===== src/rtl/ifetch_queue.sv =====
// ifetch_queue: instruction prefetch queue between the instruction memory port
// and the fetch stage. Issues sequential word fetches to a variable-latency
// memory, buffers returned words with their PC and PC+4 in an in-order FIFO and
// presents the head under a valid/ready handshake. A taken branch flushes the
// queue, marks all outstanding responses stale and restarts at the target.
//
// Ports:
//   clk, reset                   clock, synchronous active-high reset
//   imem_req_valid/ready/addr    word fetch request (addr[1:0] always 0)
//   imem_resp_valid/data         in-order responses, one per accepted request
//   take_branch, branch_target   redirect strobe and address (bits [1:0] ignored)
//   out_valid/ready              head-of-queue handshake to IF/ID
//   out_pc, out_pc_plus4, out_instr   head entry fields
//   empty                        queue holds no entries
module ifetch_queue #(
  parameter int          DEPTH    = 4,
  parameter logic [31:0] RESET_PC = 32'h0000_0000
) (
  input  logic        clk,
  input  logic        reset,
  output logic        imem_req_valid,
  input  logic        imem_req_ready,
  output logic [31:0] imem_req_addr,
  input  logic        imem_resp_valid,
  input  logic [31:0] imem_resp_data,
  input  logic        take_branch,
  input  logic [31:0] branch_target,
  input  logic        out_ready,
  output logic        out_valid,
  output logic [31:0] out_pc,
  output logic [31:0] out_pc_plus4,
  output logic [31:0] out_instr,
  output logic        empty
);

  localparam int AW = $clog2(DEPTH);
  localparam int CW = AW + 1;

  typedef struct packed {
    logic [31:0] pc;
    logic [31:0] pc4;
    logic [31:0] instr;
  } entry_t;

  entry_t        q   [DEPTH];
  logic [31:0]   tag [DEPTH];
  logic [AW-1:0] rd_ptr, wr_ptr, tag_rd, tag_wr;
  logic [CW-1:0] count, inflight, stale, inflight_nx;
  logic [31:0]   next_pc;
  logic [CW:0]   used;
  logic          accept, drop, push, pop;
  logic [1:0]    unused_tgt_bits;

  assign unused_tgt_bits = branch_target[1:0];

  // Entries held plus live (non-stale) requests still owed a slot.
  assign used = (CW+1)'(count) + (CW+1)'(inflight) - (CW+1)'(stale);

  // The all-ones guard keeps inflight from wrapping if redirects pile up stale
  // responses faster than memory returns them.
  assign imem_req_valid = !reset && !take_branch && (used < (CW+1)'(DEPTH))
                          && (inflight != {CW{1'b1}});
  assign imem_req_addr  = next_pc;

  assign accept      = imem_req_valid && imem_req_ready;
  assign drop        = imem_resp_valid && (stale != '0);
  assign push        = imem_resp_valid && (stale == '0) && !take_branch;
  assign pop         = out_valid && out_ready && !take_branch;
  assign inflight_nx = inflight + CW'(accept) - CW'(imem_resp_valid);

  assign out_valid    = (count != '0);
  assign empty        = (count == '0);
  assign out_pc       = q[rd_ptr].pc;
  assign out_pc_plus4 = q[rd_ptr].pc4;
  assign out_instr    = q[rd_ptr].instr;

  always_ff @(posedge clk) begin
    if (reset) begin
      next_pc  <= RESET_PC;
      count    <= '0;
      inflight <= '0;
      stale    <= '0;
      rd_ptr   <= '0;
      wr_ptr   <= '0;
      tag_rd   <= '0;
      tag_wr   <= '0;
      for (int i = 0; i < DEPTH; i++) begin
        q[i]   <= '0;
        tag[i] <= '0;
      end
    end else begin
      inflight <= inflight_nx;
      if (take_branch) begin
        // Everything still outstanding after this cycle is now stale. Stale
        // responses never consume tags, so the tag FIFO restarts empty.
        stale   <= inflight_nx;
        count   <= '0;
        rd_ptr  <= '0;
        wr_ptr  <= '0;
        tag_rd  <= '0;
        tag_wr  <= '0;
        next_pc <= {branch_target[31:2], 2'b00};
      end else begin
        if (accept) begin
          next_pc     <= next_pc + 32'd4;
          tag[tag_wr] <= next_pc;
          tag_wr      <= tag_wr + 1'b1;
        end
        if (drop) stale <= stale - 1'b1;
        if (push) begin
          q[wr_ptr] <= '{pc: tag[tag_rd], pc4: tag[tag_rd] + 32'd4,
                         instr: imem_resp_data};
          wr_ptr    <= wr_ptr + 1'b1;
          tag_rd    <= tag_rd + 1'b1;
        end
        if (pop) rd_ptr <= rd_ptr + 1'b1;
        count <= count + CW'(push) - CW'(pop);
      end
    end
  end

endmodule

===== config.mk =====
export PLATFORM = sky130hd
export DESIGN_NAME = ifetch_queue
export DESIGN_NICKNAME = d
export VERILOG_FILES = /design/src/rtl/ifetch_queue.sv
export SDC_FILE = /design/constraint.sdc
export NUM_CORES = 1
export LEC_CHECK = 0
export BUFFER_PORTS_ARGS = -buffer_cell sky130_fd_sc_hd__buf_2
export CAP_MARGIN = 20
export CELL_PAD_IN_SITES_DETAIL_PLACEMENT = 1
export CELL_PAD_IN_SITES_GLOBAL_PLACEMENT = 1
export CORE_MARGIN = 2
export CORE_UTILIZATION = 40
export CTS_CLUSTER_DIAMETER = 120
export DETAILED_ROUTE_END_ITERATION = 7
export PLACE_DENSITY = 0.74
export REMOVE_ABC_BUFFERS = 1
export SETUP_SLACK_MARGIN = 0.3
export SYNTH_ARGS = -nofsm -noshare
export SYNTH_HDL_FRONTEND = slang
export SYNTH_SLANG_ARGS = --single-unit
export TNS_END_PERCENT = 100

===== constraint.sdc =====
create_clock -name clk -period 4 [get_ports clk]
set_input_delay 0.6 -clock clk [delete_from_list [all_inputs] [get_ports clk]]
set_output_delay 0.6 -clock clk [all_outputs]
set_load 0.02 [all_outputs]

==> results of run 1 <==
-- power by group --
| group | leakage, nW | internal, W | switching (W) | total, W |
|---|---|---|---|---|
| combinational | 4.14 | 0.000512 | 0.00101 | 0.00152 |
| sequential | 5.47 | 0.00647 | 0.000156 | 0.00663 |
| clock | 0.877 | 0.00296 | 0.00227 | 0.00523 |
| total | 10.5 | 0.00994 | 0.00344 | 0.0134 |
-- critical path: cells and delay by family, from the launching register on --
kind,cells,cell delay (ps)
adder cells (fa/ha/maj),5,1670
XOR/XNOR,1,160
AND/OR/NAND/NOR,2,460
AO/OA/AOI/OAI,2,460
buffers and inverters,4,280
flip-flops,1,380
-- path summary, 6_finish.rpt --
| path | start | endpoint | slack, ps | cells after the start |
|---|---|---|---|---|
| setup / recovery | inflight[1]$_SDFF_PP0_ | stale[2]$_SDFFE_PP0P_ | 520 | 14 |
| hold / removal | branch_target[30] | imem_req_addr[30]$_SDFFE_PP0P_ | 170 | 3 |
| setup reg to reg | inflight[1]$_SDFF_PP0_ | stale[2]$_SDFFE_PP0P_ | 520 | 14 |
| hold reg to reg | rd_ptr[0]$_SDFFE_PP0P_ | flip-flop | 560 | 2 |
-- metal layers --
layer  wire (um)  vias up  track usage (%)
met5           0        -                0
met4        1663        0            6.481
met3        3954      104            3.676
met2       31090      469            35.51
met1       25700     7675            26.63
li1            -     6638                -
-- placed cells by master (no fill, tap or decap), drive strengths merged, types with 5 or more instances in the layout --
master,Yosys,final
a31oi,10,10
nand2b,7,7
nand3,19,19
nor3,9,9
nor2,406,406
dfxtp,51,51
xor2,17,17
mux2,9,9
mux2i,9,9
ha,11,11
o21ai,28,28
nand2,135,135
o211ai,5,5
mux4,120,120
o311ai,5,5
xnor2,29,29
or3,9,9
a211oi,6,6
clkinv,0,18
nor4,14,14
inv,112,115
and2,49,49
or2,7,7
clkbuf,72,76
bufinv,0,5
a21oi,16,16
buf,43,238
conb,1,6
nand4,21,21
edfxtp,488,488
and3,8,8
-- metrics by stage --
step / utilization, % / std cells / instance area (um2) / power [W]
after floorplan: - / 1642 / 23290 / 0.007609
after global placement: 43.84 / 2653 / 25830 / 0.008181
after detailed placement: 43.84 / 2653 / 25830 / 0.008250
after CTS: 46.93 / 2758 / 27650 / 0.01347
after global routing: 46.97 / 2758 / 27670 / 0.01385
final: 46.97 / 2758 / 27670 / 0.01338
-- layout make-up --
type	instances	share of cell area (%)
repair buffers	238	5.444
inverters	112	1.519
clock buffers	76	5.372
clock inverters	29	1.212
flip-flops and latches	539	56.69
multi-input cells	991	26.27
well taps	773	3.495
-- cells by family (layout without fill, tap and decap cells) --
family                     count (synthesis)  after routing
buffers and inverters                    227            455
xor gates and xnor gates                  46             46
and+or+nand+nor                          697            697
muxes                                    138            138
other                                      1              6
AOI/OAI and AO/OA                         89             89
adders and majority gates                 15             15
DFF                                      539            539
-- registers in the layout (all words and copies together) (netlist names), named ones only --
| register | flops |
|---|---|
| imem_req_addr | 30 |
| q | 368 |
| wr_ptr | 2 |
| tag | 120 |
| tag_rd | 2 |
| stale | 3 |
| rd_ptr | 2 |
| inflight | 3 |
| tag_wr | 2 |
| count | 3 |
==> flow_summary.yaml, run 1 <==
critical_path:
  end_kind: "flip-flop"
  startpoint_type: "flip-flop"
  crit_chain: "inv_1 > fa_1 > inv_1 > ha_1 > and3b_1 > nor4_4 > o211a_1 > inv_1 > ha_1 > inv_1 > ha_1 > fa_1 > xnor2_2 > a211oi_1"
  cpPeakStageDelay_ps: 520
  cp_max_fo: 3
  timing.critical_path.mode_cell: "inv_1"
  worst_ep_required_time_ps: 4550
  critPathArrivalTime_ps: 4030
  slowest_stage: "fa_1"
  crit_type: "reg2reg"
route:
  routedWlPerCell_um: 22.63
  vias: 14890
  route.detailed.drc: 0
  via_per_inst: 5.397
  wl_um: 62410
  drtIter0Drc: 987
  dr.pass1.iters: 6
  drt.antenna.violating_nets: 0
logic_synthesis:
  synth_top_area_cell: "edfxtp_1"
  synth_top_family_by_area: "simple AND/OR/NAND/NOR gates"
  yosys-top-cells-area: "edfxtp_1 (62%), mux4_2 (11%), nor2_1 (6.4%)"
  netlist_area_mm2: 0.02379
  async_reset_ff_share_pct: 0
  syn_inst: 1752
  yosysMostFrequentCell: "edfxtp_1"
  synthFlopType: "edfxtp_1"
  yosys.area.top_type_share_pct: 61.59
  ys_seq_area_share_pct: 65.88
  synthSimpleGateAreaFrac_pct: 12.91
  synth_common_cells: "edfxtp_1 (488), nor2_1 (406), nand2_1 (135)"
  synthXorXnorAreaFrac_pct: 1.693
  syn_area_per_cell_um2: 13.58
  synth-edff-count: 488
  synth-adder-area-share_pct: 0.9150
  yosys.cell_types.count: 63
  synth-seq-cells: 539
  synth_mux_area_share_pct: 12.23
  yosysWarnings: 0
  synth_compound_area_share_pct: 2.387
timing:
  hold_slack_ps: 168.7
  slew_headroom_pct: 41.75
  fin_setup_tns_ps: 0
  fmax_mhz: 287.7
  rsz0062_at_grt: "no"
  slew_viol_final: 0
  period_minus_slack_ps: 3476
  hold_viol: 0
  fin_crit_sh_pct: 86.89
  fin_skew_ps: 20.61
  setup_violations: 0
  timing.final.ws_setup_ps: 524.3
  tightestPinTransition_ps: 870.6
floorplanning:
  die_h_um: 247.9
  row_count: 89
  start_util_pct: 40.39
  die_w_um: 247.9
  die_area_mm2: 0.06145
  design.core.area_mm2: 0.05891
  pin_count: 201
placed_design:
  place_congestion: 0.7877
  place_ws_ps: 394.1
  place.port_buffers: 192
  dp_hpwl_um: 38710
clock_tree:
  clock_latency_ps: 640
  cts.sinks: 539
  cts_max_path_buffers: 3
  post-cts-setup-buffer-count: 0
  cts_root_buffer: "clkbuf_16"
  cts_buffers: 56
  ctsResizeCount: 0
  cts_hold_buffers: 0
  clkTransAtPathRegs_ps: 70
  htree_levels: 2
  cts_tree: "done"
pwr:
  power_density_mw_per_mm2: 483.6
  power_leakage_nw: 10.48
  vdd_ir_drop_max_mv: 0.3657
grt:
  grt_pass1_wl_um: 96010
  grt_pass1_vias: 16240
  grt_overflow: 0
  track_usage_pct: 20.67
  grt_antenna_before_repair: 2
  grt_max_degree: 54
cells_and_area:
  fillers: 6007
  fin_nets: 2023
  drive_above_1_share_pct: 23.83
  seq_area_mm2: 0.01569
  multi_input_area_mm2: 0.007269
  n_antenna_cell: 0
  area_delta_synth_final_pct: 16.30
status:
  status: "complete, no violations"
min_path:
  min_path_type: "in2reg"
flow_run:
  cap_violations: 0
Note: power is estimated with default switching activity, not from simulation.
==> run 2, diff against run 1 <==
PLACE_DENSITY = 0.78   (was 0.74)
RECOVER_POWER = 100   (was default)
==> run 2 against run 1 <==
The flow now finishes with violations (max-capacitance violations, max-slew violations). Critical path depth shrank 4. Register-to-register slack lost 130 ps. Combinational power shrank 4%. Die area did not move. Clock-buffer cell count is 6 lower. Sequential power is essentially flat. Final cell count decreased by 0.33%. Setup slack worse by 130 ps. Worst hold slack better by 28 ps.
==> flow_summary.yaml, run 2 (same netlist as run 1, synthesis figures left out) <==
floorplanning:
  die_h_um: 247.9
  pin_count: 201
  die_area_mm2: 0.06145
  start_util_pct: 40.39
  die_w_um: 247.9
  row_count: 89
  design.core.area_mm2: 0.05891
route:
  dr.pass1.iters: 5
  via_per_inst: 5.435
  drtIter0Drc: 988
  routedWlPerCell_um: 23.07
  vias: 14940
  drt.antenna.violating_nets: 0
  route.detailed.drc: 0
  wl_um: 63410
cells_and_area:
  largest_reg_flops: 368
  layout_commonest_cell: "edfxtp_1"
  drive_above_1_share_pct: 16.70
  post-route-util_pct: 46.20
  regMostFlops: "q"
  final_area_mm2: 0.02722
  area_delta_synth_final_pct: 14.39
  fin_nets: 2017
  final_cell_mix: "edfxtp_1 (488), nor2_1 (405), clkbuf_1 (139)"
  n_antenna_cell: 0
timing:
  tightestPinTransition_ps: 2418
  fin_skew_ps: 32.46
  hold_slack_ps: 196.6
  timing.final.ws_setup_ps: 395.3
  period_minus_slack_ps: 3605
  slew_headroom_pct: -61.21
  fin_crit_sh_pct: 90.12
  rsz0062_at_grt: "no"
  fmax_mhz: 277.4
  slew_viol_final: 247
  hold_viol: 0
  setup_violations: 0
pwr:
  total_power_w: 0.01316
  power_density_mw_per_mm2: 483.5
  power_leakage_nw: 9.889
  vdd_ir_drop_max_mv: 0.3705
clock_tree:
  post-cts-setup-buffer-count: 0
  cts_max_path_buffers: 3
  cts_tree: "done"
  clock_latency_ps: 640
  cts.sinks: 539
  htree_levels: 2
  clkTransAtPathRegs_ps: 60
  cts_buffers: 55
  cts_root_buffer: "clkbuf_16"
placed_design:
  postPlaceCellArea_mm2: 0.02575
  place_congestion: 0.7772
  place_ws_ps: 414.4
  place.port_buffers: 192
  dp_hpwl_um: 39070
grt:
  grt_overflow: 0
  grt_pass1_wl_um: 97160
  grt_max_degree: 90
  track_usage_pct: 20.97
  grt_pass1_vias: 16340
  grt_antenna_before_repair: 2
status:
  violations: "max-capacitance violations, max-slew violations"
  status: "complete, but fails checks"
min_path:
  min_path_type: "in2reg"
  hold_depth: 3
critical_path:
  end_kind: "flip-flop"
  r2r_slack_ps: 400
  startpoint_type: "flip-flop"
  cp_max_fo: 37
  worst_ep_required_time_ps: 4240
  worstRegToRegCells: 10
  crit_type: "reg2reg"
  critPathArrivalTime_ps: 3850
flow_run:
  cap_violations: 7
-- run 2: cell types whose count changed in the layout (fill, tap and decap cells not counted), sizes merged --
cell	change
bufinv	-1
inv	-2
clkinv	+5
clkbuf	+128
buf	-139
-- run 2: final cells by class --
type / instances / area, um2
clock buffers: 70 / 1443
flip-flops and latches: 539 / 15680
well taps: 773 / 967.2
multi-input cells: 991 / 7154
repair buffers: 233 / 1230
inverters: 112 / 420.4
clock inverters: 31 / 319.1
fillers: 6064 / 31690
-- run 2: path summary, 6_finish.rpt --
path                               start                        endpoint
setup / recovery     count[1]$_SDFF_PP0_            tag[3][25]$_DFFE_PP_
hold / removal         branch_target[30]  imem_req_addr[30]$_SDFFE_PP0P_
setup reg to reg     count[1]$_SDFF_PP0_            tag[3][25]$_DFFE_PP_
hold reg to reg   tag_rd[0]$_SDFFE_PP0P_          tag_rd[0]$_SDFFE_PP0P_
-- run 2: power by group --
group | switching (W) | internal [W]
Clock | 0.00223 | 0.00283
Combinational | 0.00101 | 0.000455
Sequential | 0.000160 | 0.00648
-- run 2: what timing repair did --
| item | CTS | global route |
|---|---|---|
| hold buffers | 0 | 0 |
| setup endpoints to repair | 0 | 68 |
| resized for setup | 0 | 3 |
-- run 2: critical path, stage by stage (launching register included) --
cell      delay (ps)
dfxtp_2          380
inv_1             70
fa_1             540
inv_1             50
ha_1             280
and3b_1          200
nor4_1           340
o211a_1          230
buf_4            400
a31o_2           220
clkbuf_4         490
-- run 2: stage by stage --
stage / cells / TNS (ps)
2_1_floorplan: 1642 / -430980
3_3_place_gp: 2648 / 0
3_5_place_dp: 2648 / 0
4_1_cts: 2749 / 0
5_1_grt: 2749 / 0
6_report: 2749 / 0
-- run 2: per-layer routing --
metal | vias up | track usage [%] | share of wire (%)
li1 | 6622 | - | -
met1 | 7713 | 26.64 | 40
met2 | 493 | 36.87 | 51
met3 | 110 | 3.363 | 6.1
met4 | 2 | 6.287 | 2.7
met5 | - | 0 | 0.011
